==> src/rtl/conv_result_streamer.sv <==
// Streams a captured OUT x OUT convolution result one pixel per ready/valid
// transfer in raster order, flagging frames that arrive while one is in flight.
module conv_result_streamer #(
    parameter int OUT   = 3,
    parameter int PIX_W = 16
) (
    input  logic                     clk,
    input  logic                     rst,
    input  logic [OUT*OUT*PIX_W-1:0] result_flat,
    input  logic                     done_in,
    output logic [PIX_W-1:0]         px_data,
    output logic                     px_valid,
    input  logic                     px_ready,
    output logic                     px_last,
    output logic [15:0]              px_row,
    output logic [15:0]              px_col,
    output logic                     busy,
    output logic                     frame_sent,
    output logic                     overrun
);

    typedef enum logic [1:0] {
        S_IDLE = 2'd0,
        S_SEND = 2'd1,
        S_FIN  = 2'd2
    } state_e;

    localparam int          FLAT_W   = OUT * OUT * PIX_W;
    localparam logic [15:0] LAST_IDX = 16'(OUT - 1);

    state_e              state_q;
    logic [FLAT_W-1:0]   shadow_q;
    logic                done_q;
    logic                start_s;
    logic [15:0]         row_d;
    logic [15:0]         col_d;
    logic [31:0]         pix_idx_d;

    // Rising-edge detect on done_in and raster-order successor of the current pixel.
    always_comb begin
        start_s = done_in & ~done_q;
        if (px_col == LAST_IDX) begin
            col_d = 16'd0;
            row_d = px_row + 16'd1;
        end else begin
            col_d = px_col + 16'd1;
            row_d = px_row;
        end
        pix_idx_d = 32'(row_d) * 32'(OUT) + 32'(col_d);
    end

    // Streaming FSM; every output is a register so it holds across stalls.
    always_ff @(posedge clk) begin
        if (rst) begin
            state_q    <= S_IDLE;
            shadow_q   <= '0;
            done_q     <= 1'b0;
            px_data    <= '0;
            px_valid   <= 1'b0;
            px_last    <= 1'b0;
            px_row     <= 16'd0;
            px_col     <= 16'd0;
            busy       <= 1'b0;
            frame_sent <= 1'b0;
            overrun    <= 1'b0;
        end else begin
            done_q <= done_in;
            case (state_q)
                S_IDLE: begin
                    if (start_s) begin
                        shadow_q <= result_flat;
                        px_row   <= 16'd0;
                        px_col   <= 16'd0;
                        px_data  <= result_flat[PIX_W-1:0];
                        px_last  <= (LAST_IDX == 16'd0);
                        px_valid <= 1'b1;
                        busy     <= 1'b1;
                        state_q  <= S_SEND;
                    end else begin
                        px_valid   <= 1'b0;
                        px_last    <= 1'b0;
                        busy       <= 1'b0;
                        frame_sent <= 1'b0;
                    end
                end
                S_SEND: begin
                    // A new frame here is dropped; the one in flight is untouched.
                    if (start_s) begin
                        overrun <= 1'b1;
                    end
                    if (px_ready) begin
                        if (px_last) begin
                            px_valid   <= 1'b0;
                            px_last    <= 1'b0;
                            frame_sent <= 1'b1;
                            state_q    <= S_FIN;
                        end else begin
                            px_row  <= row_d;
                            px_col  <= col_d;
                            px_data <= shadow_q[pix_idx_d*PIX_W +: PIX_W];
                            px_last <= (row_d == LAST_IDX) && (col_d == LAST_IDX);
                        end
                    end
                end
                S_FIN: begin
                    if (start_s) begin
                        overrun <= 1'b1;
                    end
                    frame_sent <= 1'b0;
                    busy       <= 1'b0;
                    state_q    <= S_IDLE;
                end
                default: begin
                    px_valid   <= 1'b0;
                    px_last    <= 1'b0;
                    busy       <= 1'b0;
                    frame_sent <= 1'b0;
                    state_q    <= S_IDLE;
                end
            endcase
        end
    end

endmodule

==> config.mk <==
export PLATFORM = sky130hd
export DESIGN_NAME = conv_result_streamer
export DESIGN_NICKNAME = d
export VERILOG_FILES = /design/src/rtl/conv_result_streamer.sv
export SDC_FILE = /design/constraint.sdc
export NUM_CORES = 1
export LEC_CHECK = 0
export BUFFER_PORTS_ARGS = -buffer_cell sky130_fd_sc_hd__clkbuf_2
export CAP_MARGIN = 15
export CORE_MARGIN = 4
export CORE_UTILIZATION = 59
export CTS_CLUSTER_DIAMETER = 30
export CTS_CLUSTER_SIZE = 12
export DETAILED_ROUTE_END_ITERATION = 16
export HOLD_SLACK_MARGIN = 0.06
export MAX_ROUTING_LAYER = met4
export PLACE_DENSITY = 0.85
export SLEW_MARGIN = 20
export SYNTH_ARGS = -nofsm -noshare
export SYNTH_HDL_FRONTEND = slang
export SYNTH_SLANG_ARGS = --single-unit
==> constraint.sdc <==
create_clock -name clk -period 10.5 [get_ports clk]
set_input_delay 2.1 -clock clk [delete_from_list [all_inputs] [get_ports clk]]
set_output_delay 2.1 -clock clk [all_outputs]
set_load 0.01 [all_outputs]
### Yosys cells after proc, flatten, opt, wreduce, memory -nomap -nowiden

Index checks and enable logic that the tools add are counted.

| cells by class | value |
|---|---|
| add/subtract/negate cells | 3 |
| reduce and logical (&&, ||, !) cells | 11 |
| shifts and indexed selects | 1 |
| eq/ne operators | 10 |
| bitwise logic cells | 3 |
| mux-type cells | 29 |
| multipliers | 1 |

Operators by type and width:

| cell | number |
|---|---|
| two-way mux 16 bit | 10 |
| indexed part select 144 x 24 -> 16 bit | 1 |
| one-hot mux 16 bit (2 select lines) | 3 |
| == test 16 x 2 -> 1 bit, second input constant | 3 |
| adder 16 x 1 -> 16 bit, second input constant | 2 |
| adder 18 x 16 -> 19 bit | 1 |
| multiplier 16 x 2 -> 18 bit, second input constant | 1 |
| inequality test 2 bit, second input constant | 5 |
| AND reduction 3 bit | 3 |
| two-way mux 1 bit | 8 |
| two-way mux 2 bit | 3 |
| one-hot mux 1 bit (2 select lines) | 3 |
| AND reduction 2 bit | 3 |
| one-hot mux 2 bit (2 select lines) | 1 |
| AND reduction 4 bit | 1 |
| one-hot mux 1 bit (3 select lines) | 1 |
| == test 2 x 1 -> 1 bit, second input constant | 1 |
| == test 2 bit, second input constant | 1 |
| logical NOT 2 bit | 1 |
| inverter 1 bit | 2 |
| nonzero test 2 bit | 1 |
| OR reduction 2 bit | 1 |
| AND 1 bit | 1 |
| logical AND 1 bit | 1 |

| word-level totals | value |
|---|---|
| logic and storage cells | 69 |
| input port bits | 148 |
| flip-flop bits (word level) | 200 |

### Logic depth before layout (Yosys ltp)

Gate-level depths: netlist (run 1).

| depth | value |
|---|---|
| depth after elaboration | 8 |
| gate-level depth with buffers | 21 |
| depth with buffers taken out | 18 |

### Worst setup path before layout (run 1)

No wires, ideal clock.

| path | value |
|---|---|
| path kind | reg2reg |
| start | register px_col[1] |
| end | register px_data[10] |
| setup slack | 6.063 ns |
| arrival time | 4.298 ns |
| buffers on the path | 3 |
| setup time | 0.139 ns |
| cell stages (with the launch flop) | 19 |
| data required time | 10.361 ns |
| cells stage by stage | dfxtp_1 ha_1 nor4b_1 nand4_1 buf_2 mux2i_1 inv_1 ha_1 inv_1 ha_1 ha_1 inv_1 fa_1 clkbuf_1 buf_1 mux2i_1 o21ai_0 a221oi_2 nor3_2 |

| on the way | value |
|---|---|
| word-level cells in the longest chain between the ends | 8 |
| elaborated cells between the ends (all ways) | 10 |
| classes of those cells | add/sub: 2; mul: 1; eq/ne: 1; shift: 1; mux: 5 |

RTL lines:

| element | RTL line | text |
|---|---|---|
| start: declaration | 16 | `output logic [15:0] px_col,` |
| start signal: assignment | 99 | `px_col <= col_d;` |
| == test 16 x 2 -> 1 bit | 42 | `if (px_col == LAST_IDX) begin` |
| two-way mux 16 bit | 42 |  |
| multiplier 16 x 2 -> 18 bit | 49 | `pix_idx_d = 32'(row_d) * 32'(OUT) + 32'(col_d);` |
| adder 18 x 16 -> 19 bit (*) | 49 |  |
| indexed part select 144 x 24 -> 16 bit (*) | 100 | `px_data <= shadow_q[pix_idx_d*PIX_W +: PIX_W];` |
| two-way mux 16 bit (*) | 92 | `if (px_last) begin` |
| two-way mux 16 bit (*) | 91 | `if (px_ready) begin` |
| one-hot mux 16 bit (2 select lines) (*) | 68 | `case (state_q)` |
| end signal: assignment | 74 | `px_data <= result_flat[PIX_W-1:0];` |
| end signal: assignment | 100 |  |
| end: declaration | 11 | `output logic [PIX_W-1:0] px_data,` |

Mark *: on every way between the ends. The rest lies on a longest branch, timed or not. The select of a mux whose other input is x is not followed.
A chain may end at the register's enable or synchronous reset.

### Worst setup path after layout (run 1)

| path | value |
|---|---|
| start | register px_col[0] |
| end | register px_data[4] |

Same word-level chain as after synthesis.

==> results of run 1 <==
-- report_power, final --
part	switching, W	total (W)	internal [W]
registers	0.0000350	0.000856	0.000821
clock network	0.000304	0.000668	0.000364
logic	0.000218	0.000344	0.000126
-- sequential cells by signal, summed over array words and instances (netlist names) --
register / flops
shadow_q: 144
px_col: 16
px_data: 16
px_row: 16
state_q: 2
busy: 1
done_q: 1
frame_sent: 1
overrun: 1
px_last: 1
px_valid: 1
-- final cells by class --
cell class | instances | area [um2] | area share, %
Antenna cell | 1 | 2.502 | 0.02232
Clock buffer | 18 | 439.2 | 3.917
Clock inverter | 14 | 162.7 | 1.451
Inverter | 17 | 63.81 | 0.5691
Multi-Input combinational cell | 858 | 5190 | 46.28
Sequential cell | 200 | 4004 | 35.71
Tap cell | 216 | 270.3 | 2.410
Timing Repair Buffer | 209 | 1081 | 9.641
-- cell usage in the layout, fill, tap and decap left out, types with 9 or more instances in the layout --
master / Yosys / routed
nand4_1: 9 / 9
clkbuf_2: 1 / 199
nor2_1: 68 / 68
inv_1: 17 / 17
a221oi_2: 10 / 10
a311oi_1: 10 / 10
mux4_2: 32 / 32
a22oi_1: 12 / 12
a21oi_1: 167 / 167
mux2i_1: 19 / 19
o21ai_0: 39 / 39
nor3_1: 23 / 23
nor4_1: 10 / 10
ha_1: 16 / 15
nand2_1: 328 / 327
nand3_1: 17 / 17
dfxtp_1: 200 / 200
nor3_2: 10 / 10
clkbuf_16: 0 / 17
-- worst max-delay path by stage --
stage               from          end  slack [ps]  cells past startpoint
2_1_floorplan  px_col[1]  px_data[10]        6060                     18
3_3_place_gp   px_col[0]   px_data[4]        5230                     18
3_5_place_dp   px_col[0]   px_data[4]        4940                     18
4_1_cts        px_col[0]   px_data[4]        4820                     18
5_1_grt        px_col[0]   px_data[4]        4580                     17
6_report       px_col[0]   px_data[4]        4960                     17
-- stage by stage --
| step | area (um2) | power, W |
|---|---|---|
| after CTS | 11190 | 0.001871 |
| final | 11210 | 0.001868 |
| after global routing | 11210 | 0.001945 |
| after floorplan | 9623 | 0.001090 |
| after detailed placement | 10590 | 0.001207 |
| after global placement | 10590 | 0.001197 |
-- logic make-up after synthesis --
kind of cell | count (synthesis) | share of synthesized area, %
xor+xnor | 14 | 1.417
simple gates | 499 | 22.61
compound gates | 276 | 17.70
buf+inv | 113 | 4.707
flops | 200 | 41.61
mux | 51 | 9.466
fa+ha+maj | 18 | 2.496
-- per-layer routing --
metal  track usage (%)  share of wire, %  up-vias
li1                  -                 -     4326
met2             49.64                49      458
met5                 -                 0        -
met1             39.72                40     4304
met3             6.166               8.8       55
met4             10.92               2.7        0
-- worst max-delay path: stages, from the launching register on --
cell	delay, ps
dfxtp_1	370
inv_1	130
ha_1	200
nor4b_1	340
nand4_1	520
mux2i_1	490
inv_1	120
ha_1	300
inv_1	40
ha_1	260
ha_1	160
inv_1	50
fa_1	1150
and3_1	690
nand2_1	140
o21ai_0	120
a221oi_1	110
nor3_1	260
==> summary.txt, run 1 <==
Floorplan
  • Die ar.: roughly 0.018 mm2
  • Rows: 46
  • Number of I/O pins: between 200 and 250
  • Initial core utilization: 60.36%
  • Die span in x: between 100 and 150 um
  • Core Area: between 0.015 and 0.02 mm2
  • Die Span Y: around 140 um

STA
  • Final min period: ~5500 ps
  • TNS Setup: 0 ps
  • Fmax: around 180 MHz
  • Hold_ws: between 400 and 500 ps
  • PnR worst setup slack: approximately 5000 ps
  • RSZ-0062 raised after global routing: false
  • Final hold violation count: 0
  • Final Setup Violations: 0
  • Final period util: between 50 and 60%
  • Max-slew headroom: between 20% and 30%
  • Worst Tran Pin Value: 1080 ps
  • Pins Over Slew Limit: 0
  • Clock skew: around 16 ps

Clock network
  • CTS tree: built
  • Num CTS Buffers: 17
  • Post_cts resized: 0
  • Clk buf depth: 2
  • H-tree levels: 4
  • Post-CTS Hold Fix Bufs: 0
  • Post-CTS setup buffers: 0
  • Clk sink count: 200
  • Root Buffer: clkbuf_16
  • Clk slew on worst S/H paths: approximately 70 ps
  • Clk_lat worst skew: 440 ps

Power and ir drop
  • Lkg Pwr: 4.516 nW
  • Worst vdd ir: 0.1171 mV
  • Power Density: approximately 170 mW/mm2

Cells and area
  • Layout fillers: about 1,300
  • Nets: roughly 1,500
  • Final core occ: a little over two thirds
  • Non-filler cells, final: ~1,500
  • P&R area growth vs syn: 16.53%
  • Share of cells above drive strength 1: a little under a quarter

Hold path
  • Min-delay worst type: register to register
  • Hold_sp: shadow_q[41]
  • Hold Path Stages: 2
  • Hold worst-path end: shadow_q[41]

Placement
  • Placed cells: about 1,500
  • DP HPWL: between 15 and 20 mm
  • IO Port Bufs: 200
  • Final RePlAce weighted congestion: about 0.9
  • Worst slack, placed: between 4000 and 5000 ps

Logic synthesis
  • EDFF count, synth: 0
  • Post-Syn Area: 0.009623 mm2
  • Post-synth top cells: nand2_1 (328), dfxtp_1 (200), a21oi_1 (167)
  • Dominant cell type by area after synthesis: dfxtp_1
  • Avg Inst Size Synth: a little over 8 um2
  • Distinct cells, synth: 64
  • Synth top area share: 41.61%
  • Synthesized Nets: 1,337
  • Synth warnings: 0
  • Seq cells post-synth: 200
  • Most frequent cell after synthesis: nand2_1
  • Most area-consuming cells after synthesis: dfxtp_1 (42%), nand2_1 (13%), a21oi_1 (8.7%)
  • Register area share after synthesis: between 40% and 50%
  • Async set-reset flop share out of synthesis: 0%
  • Post-Syn Instances: 1,171
  • Ys flop type: dfxtp_1

Job
  • Max cap viols: 0

Worst setup path
  • WP data required: around 11,000 ps
  • Crit path DAT: between 5000 and 6000 ps
  • CP endpoint kind: register
  • R2r startpoint: px_col[0]
  • Critical path startpoint category: register
  • Worst reg2reg path depth: 17
  • CP Class: register to register
  • R2r setup slk: ~5000 ps
  • Crit Path Max Fanout: 17
  • Worst R2R End: px_data[4]

Detailed routing
  • Avg WL per Cell: between 15 and 20 um
  • ANT nets after route: 0
  • Via density: between 5 and 6
  • Via count: a little over 9,000
  • Final wirelength: between 20 and 30 mm
  • Starting DRT DRC Count: a little under 900
  • DRC Markers: 0
  • DRT Pass-1 Iters: 5

Status
  • Outcome: finished clean

Global route
  • Vias in the first global route: 8,526
  • Initial antenna violation count: 1
  • GR Util All Layers: 31.10%
  • Grt total ovfl: 0
  • First-pass GRT wire length: 44.00 mm
  • Largest net degree at the start of global routing: 104
Power figures use the tool's default switching activity.
==> run 2, diff against run 1 <==
--- a/config.mk
+++ b/config.mk
@@ -8,13 +8,13 @@
 export BUFFER_PORTS_ARGS = -buffer_cell sky130_fd_sc_hd__clkbuf_2
 export CAP_MARGIN = 15
 export CORE_MARGIN = 4
-export CORE_UTILIZATION = 59
+export CORE_UTILIZATION = 55
 export CTS_CLUSTER_DIAMETER = 30
 export CTS_CLUSTER_SIZE = 12
 export DETAILED_ROUTE_END_ITERATION = 16
 export HOLD_SLACK_MARGIN = 0.06
 export MAX_ROUTING_LAYER = met4
-export PLACE_DENSITY = 0.85
+export PLACE_DENSITY = 0.8
 export SLEW_MARGIN = 20
 export SYNTH_ARGS = -nofsm -noshare
 export SYNTH_HDL_FRONTEND = slang
==> constraint.sdc (replaced) <==
create_clock -name clk -period 5.2 [get_ports clk]
set_input_delay 1.04 -clock clk [delete_from_list [all_inputs] [get_ports clk]]
set_output_delay 1.04 -clock clk [all_outputs]
set_load 0.01 [all_outputs]
==> summary.txt, run 2 (synthesis results as in run 1) <==
Worst setup path
  • Critical Path Source: px_col[0]
  • Worst R2R End: px_data[12]
  • CP Class: register to register
  • WP data required: 5490 ps (-5360 ps)
  • R2r startpoint: px_col[0]
  • Worst reg2reg path depth: 17 (unchanged)
  • Crit path DAT: 4980 ps (-910 ps)
  • CP endpoint kind: register
  • R2r setup slk: 510 ps (-4450 ps)
  • Critical path startpoint category: register
  • Crit Path Max Fanout: 9 (-8)

Clock network
  • Root Buffer: clkbuf_16
  • CTS tree: built
  • Clk sink count: 200 (unchanged)
  • Clk_lat worst skew: 440 ps (about the same)
  • Clk buf depth: 2 (unchanged)
  • Clk slew on worst S/H paths: 80 ps (about the same)
  • Post-CTS Hold Fix Bufs: 0 (unchanged)
  • H-tree levels: 4 (unchanged)
  • Num CTS Buffers: 17 (unchanged)

STA
  • Final period util: 90.24% (+37 points)
  • TNS Setup: 0 ps (unchanged)
  • Final hold violation count: 0 (unchanged)
  • Max-slew headroom: 28.26% (+0.29 points)
  • Clock skew: 14.23 ps (-1.394 ps)
  • Pins Over Slew Limit: 0 (unchanged)
  • RSZ-0062 raised after global routing: false
  • Final Setup Violations: 0 (unchanged)
  • Final min period: 4692 ps (-848.1 ps)
  • Fmax: 213.1 MHz (+18%)
  • Worst Tran Pin Value: 1075 ps (-5.458 ps)

Cells and area
  • Ant diodes: 0 (-1)
  • Share of cells above drive strength 1: 24.38% (+0.52 points)
  • Commonest non-fill, non-tap cell in the layout: nand2_1
  • Layout fillers: 1,431 (+14%)
  • Most frequent cells in the layout: nand2_1 (327), dfxtp_1 (200), clkbuf_2 (199)
  • Multi-input gate area: 0.005184 mm2 (-0.12%)
  • Nets: 1,478 (+0.61%)
  • P&R area growth vs syn: 17.32%
  • Max reg flops: 144 (unchanged)
  • Most flop-heavy register: shadow_q
  • Sequential Area: 0.004004 mm2 (unchanged)

Power and ir drop
  • Lkg Pwr: 4.544 nW (+0.61%)
  • Power Density: 332.8 mW/mm2 (+100%)
  • Overall power: 0.003757 W (+100%)
  • Worst vdd ir: 0.2376 mV (+100%)

Floorplan
  • Number of I/O pins: 201 (unchanged)
  • Initial core utilization: 55.83% (-4.5 points)
  • Die ar.: 0.01968 mm2 (+6.8%)
  • Rows: 48 (+4.3%)
  • Core Area: 0.01724 mm2 (+8.1%)
  • Die Span Y: 140.3 um (+3.4%)
  • Die span in x: 140.3 um (+3.4%)

Placement
  • DP HPWL: 19.10 mm (+0.81%)
  • IO Port Bufs: 200 (unchanged)
  • Final RePlAce weighted congestion: 0.9008 (-2.4%)

Detailed routing
  • Avg WL per Cell: 17.64 um (-1.7%)
  • DRT Pass-1 Iters: 5 (unchanged)
  • ANT nets after route: 0 (unchanged)
  • Via count: 9,035 (-1.2%)
  • DRC Markers: 0 (unchanged)
  • Starting DRT DRC Count: 806 (-7.7%)
  • Final wirelength: 27.34 mm (-0.65%)
  • Via density: 5.829 (-2.3%)

Global route
  • Vias in the first global route: 8,403 (-1.4%)
  • Initial antenna violation count: 0 (-1)
  • First-pass GRT wire length: 43.31 mm (-1.6%)
  • Grt total ovfl: 0 (unchanged)
  • Largest net degree at the start of global routing: 113 (+8.7%)
  • GR Util All Layers: 28.10% (-3.0 points)

Hold path
  • Min-delay worst type: register to register
  • Hold_sp: shadow_q[60]
  • Hold worst-path end: shadow_q[60]
  • Hold Path Stages: 2 (unchanged)

Job
  • Max cap viols: 0 (unchanged)

Status
  • Outcome: finished clean
[run 2: cell types whose count changed in the layout (fill, tap and decap cells not counted), moves of 2 or more]
cell / delta
buf_4: +8
clkinv_4: -4
clkinvlp_4: +2
inv_8: +2
[run 2: how the worst max path moves through the flow]
stage	end	slack [ps]	depth (start not counted)
2_1_floorplan	px_data[10]	760	18
3_3_place_gp	px_data[4]	310	18
3_5_place_dp	px_data[1]	140	18
4_1_cts	px_data[2]	50	18
5_1_grt	px_data[12]	210	17
6_report	px_data[12]	510	17
[run 2: routing by layer]
| metal | vias to the layer above | routed length [um] | GRT usage, % |
|---|---|---|---|
| met4 | 0 | 886 | 10.66 |
| met1 | 4265 | 11450 | 37.31 |
| met5 | - | 0 | - |
| met2 | 359 | 12800 | 42.99 |
| met3 | 60 | 2204 | 5.189 |
| li1 | 4351 | - | - |
[run 2: area by class of cell]
class | count | share of cell area, %
flip-flops and latches | 200 | 35.46
multi-input cells | 858 | 45.92
repair buffers | 218 | 10.30
inverters | 17 | 0.5652
well taps | 225 | 2.494
clock inverters | 14 | 1.374
clock buffers | 18 | 3.890
[run 2: per-stage QoR]
step / setup slack [ps] / instance area, um2 / hold slack [ps] / std cells / utilization, %
final: 507.7 / 11290 / 453.5 / 1550 / 65.50
after global routing: 211.6 / 11290 / 468.7 / 1550 / 65.50
after CTS: 54.16 / 11260 / 454.2 / 1547 / 65.32
after detailed placement: 136.7 / 10660 / 444.0 / 1515 / 61.87
after global placement: 311.5 / 10660 / 438.7 / 1515 / 61.87
after floorplan: 763.0 / 9623 / 433.1 / 1171 / -
[run 2: worst max-delay path, cell delays in order (launching register included)]
cell,delay [ps]
dfxtp_1,370
inv_1,120
ha_1,200
nor4b_1,370
nand4_1,330
mux2i_1,390
inv_1,110
ha_1,290
inv_1,40
ha_1,260
ha_1,160
inv_1,60
fa_1,800
buf_4,310
mux2i_1,230
o21ai_0,120
a221oi_2,300
nor3_2,80
[run 2: where the power goes]
part,internal [W],switching (W),leakage [nW],total (W)
Combinational,0.000258,0.000433,2.62,0.000690
Sequential,0.00166,0.0000710,1.63,0.00173
Clock,0.000697,0.000641,0.288,0.00134
[run 2: repair_timing]
action                                  4_1_cts  5_1_grt
endpoints found under the setup margin        0       16
resized for setup                             0        1
buffers inserted                              0        2
==> run 3, diff against run 2 <==
--- a/config.mk
+++ b/config.mk
@@ -5,10 +5,12 @@
 export SDC_FILE = /design/constraint.sdc
 export NUM_CORES = 1
 export LEC_CHECK = 0
+export ABC_AREA = 1
 export BUFFER_PORTS_ARGS = -buffer_cell sky130_fd_sc_hd__clkbuf_2
 export CAP_MARGIN = 15
 export CORE_MARGIN = 4
 export CORE_UTILIZATION = 55
+export CTS_BUF_LIST = sky130_fd_sc_hd__clkbuf_16
 export CTS_CLUSTER_DIAMETER = 30
 export CTS_CLUSTER_SIZE = 12
 export DETAILED_ROUTE_END_ITERATION = 16
==> summary.txt, run 3 <==
Status
  • Outcome: finished clean

Logic synthesis
  • EDFF count, synth: 0 (unchanged)
  • Synth warnings: 0 (unchanged)
  • Avg Inst Size Synth: 6.838 um2 (-17%)
  • XOR/XNOR share of the synthesized area: 1.251% (-0.17 points)
  • Post-synth top cells: o21ai_0 (216), nand2_1 (209), dfxtp_1 (200)
  • Main combinational cell family by area after synthesis: compound AO/OA/AOI/OAI gates
  • Most frequent cell after synthesis: o21ai_0
  • Seq cells post-synth: 200 (unchanged)
  • Simple-gate area share of the yosys netlist: 22.02% (-0.60 points)
  • Post-Syn Instances: 1,433 (+22%)
  • Most area-consuming cells after synthesis: dfxtp_1 (41%), o21ai_0 (11%), a21oi_1 (8.9%)
  • Post-Syn Area: 0.009798 mm2 (+1.8%)
  • Synth top area share: 40.86% (-0.74 points)
  • Compound-Gate Fraction of Synth Area: 24.10% (+6.4 points)
  • Mux cell area share after synthesis: 0% (-9.5 points)
  • Async set-reset flop share out of synthesis: 0% (unchanged)
  • Synthesized Nets: 1,599 (+20%)
  • Adder-Cell Fraction of Synth Area: 2.452% (-0.045 points)
  • Ys flop type: dfxtp_1
  • Distinct cells, synth: 37 (-42%)
  • Dominant cell type by area after synthesis: dfxtp_1
  • Register area share after synthesis: 40.86% (-0.74 points)

Cells and area
  • Most frequent cells in the layout: o21ai_0 (216), nand2_1 (209), dfxtp_1 (200), clkbuf_2 (200), nor2_1 (188)
  • Max reg flops: 144 (unchanged)
  • Layout fillers: 1,575 (+10%)
  • P&R area growth vs syn: 17.24% (about the same)
  • Most flop-heavy register: shadow_q
  • Share of cells above drive strength 1: 17.55% (-6.8 points)
  • Design area: 0.01149 mm2 (+1.8%)
  • Commonest non-fill, non-tap cell in the layout: o21ai_0
  • Sequential Area: 0.004004 mm2 (unchanged)
  • Nets: 1,737 (+18%)
  • Multi-input gate area: 0.004907 mm2 (-5.3%)

Global route
  • GR Util All Layers: 29.73% (+1.6 points)
  • Vias in the first global route: 9,166 (+9.1%)
  • Initial antenna violation count: 0 (unchanged)
  • Grt total ovfl: 0 (unchanged)
  • Largest net degree at the start of global routing: 158 (+40%)
  • First-pass GRT wire length: 46.71 mm (+7.8%)

Floorplan
  • Core Area: 0.01736 mm2 (+0.70%)
  • Die span in x: 141.5 um (+0.85%)
  • Number of I/O pins: 201 (unchanged)
  • Die Span Y: 141.5 um (+0.85%)
  • Initial core utilization: 56.45% (+0.62 points)
  • Die ar.: 0.02001 mm2 (+1.7%)
  • Rows: 48 (unchanged)

STA
  • Final Setup Violations: 0 (unchanged)
  • RSZ-0062 raised after global routing: false
  • Max-slew headroom: 37.33% (+9.1 points)
  • Pins Over Slew Limit: 0 (unchanged)
  • Clock skew: 9.091 ps (-5.139 ps)
  • Hold_ws: 455.6 ps (+2.073 ps)
  • Final hold violation count: 0 (unchanged)
  • Final min period: 4545 ps (-147.5 ps)
  • TNS Setup: 0 ps (unchanged)
  • Fmax: 220.0 MHz (+3.2%)
  • Worst Tran Pin Value: 940.1 ps (-134.8 ps)
  • Final period util: 87.40% (-2.8 points)

Worst setup path
  • WP data required: 5570 ps (+80 ps)
  • Crit path DAT: 4920 ps (-60 ps)
  • CP endpoint kind: register
  • Critical path startpoint category: register
  • Crit Path Max Fanout: 17 (+8)
  • CP Class: register to register

Power and ir drop
  • Power Density: 349.0 mW/mm2 (+4.9%)
  • Lkg Pwr: 5.161 nW (+14%)
  • Worst vdd ir: 0.2555 mV (+7.5%)

Placement
  • Area after DPL: 0.01086 mm2 (+1.8%)
  • DP HPWL: 20.76 mm (+8.7%)
  • Final RePlAce weighted congestion: 0.9271 (+2.9%)
  • IO Port Bufs: 200 (unchanged)

Clock network
  • Num CTS Buffers: 17 (unchanged)
  • Post_cts resized: 0 (unchanged)
  • Clk sink count: 200 (unchanged)
  • CTS tree: built
  • Post-CTS Hold Fix Bufs: 0 (unchanged)
  • H-tree levels: 4 (unchanged)
  • Post-CTS setup buffers: 0 (unchanged)
  • Clk slew on worst S/H paths: 70 ps (about the same)
  • Clk buf depth: 2 (unchanged)
  • Root Buffer: clkbuf_16
  • Clk_lat worst skew: 440 ps (about the same)

Detailed routing
  • Final wirelength: 29.34 mm (+7.3%)
  • DRT Pass-1 Iters: 5 (unchanged)
  • Via density: 5.560 (-4.6%)
  • Via count: 10,064 (+11%)
  • ANT nets after route: 0 (unchanged)
  • Starting DRT DRC Count: 967 (+20%)
  • Avg WL per Cell: 16.21 um (-8.1%)
  • DRC Markers: 0 (unchanged)

Hold path
  • Min-delay worst type: register to register

Job
  • Max cap viols: 0 (unchanged)
-- run 3: changes by cell type after synthesis, moves of 12 or more --
cell | before | now
mux4_2 | 32 | 0
nand2_1 | 328 | 209
o21ai_0 | 39 | 216
nor2_1 | 68 | 189
nand3_1 | 17 | 89
inv_1 | 17 | 138
o211ai_1 | 2 | 32
a22oi_1 | 12 | 0
nor3_1 | 23 | 8
mux2i_1 | 19 | 0
-- run 3: path summary, 6_finish.rpt --
check        cells past startpoint  startpoint  slack, ps    endpoint
max                             21   px_col[0]        660  px_data[3]
min                              2     overrun        460     overrun
max reg2reg                     21   px_col[0]        660  px_data[3]
min reg2reg                      2     overrun        460     overrun
-- run 3: power by group --
part	switching, W	leakage [nW]	internal (W)
clock	0.000667	0.307	0.000740
combinational	0.000556	3.21	0.000265
sequential	0.0000773	1.65	0.00170
-- run 3: cell type report --
type / count / share of cell area, %
Clock buffer: 17 / 3.703
Timing Repair Buffer: 210 / 9.618
Tap cell: 225 / 2.451
Antenna cell: 1 / 0.02178
Clock inverter: 15 / 1.775
Sequential cell: 200 / 34.85
Inverter: 147 / 4.858
Multi-Input combinational cell: 995 / 42.72
-- run 3: stage by stage --
stage / total power, W / utilization, % / instances / setup WS, ps
finish: 0.004009 / 66.18 / 1810 / 655.2
global route: 0.004201 / 66.17 / 1809 / 357.7
CTS: 0.004012 / 66.17 / 1809 / 713.7
detailed placement: 0.002620 / 62.54 / 1777 / 728.5
global placement: 0.002604 / 62.52 / 1777 / 867.6
floorplan: 0.002328 / - / 1433 / 1456
-- run 3: cell families after synthesis --
family / after synthesis
AO/OA/AOI/OAI: 442
XOR/XNOR: 14
adder cells (fa/ha/maj): 18
buffers and inverters: 238
flip-flops: 200
AND/OR/NAND/NOR: 521
-- run 3: worst max-delay path, stage by stage (launching register included) --
cell and delay (ps):
dfxtp_1 430, inv_1 120, ha_1 180, nand2_1 70, nor2_2 180, nand2_2 220, inv_2 320, or2_2 170
nand2_1 60, ha_1 280, inv_1 40, ha_1 160, a21oi_1 240, inv_1 70, ha_1 270, nand2_1 60
nor2_1 40, a211oi_1 400, o21ai_1 170, a211oi_4 700, nand2_1 140, a21oi_1 150
-- run 3: per-layer routing --
metal | up-vias | part of all wire, % | track usage, %
met5 | - | 0 | -
met4 | 0 | 2.0 | 9.040
met3 | 41 | 8.2 | 4.988
met2 | 423 | 45 | 45.30
met1 | 4589 | 45 | 40.84
li1 | 5011 | - | -
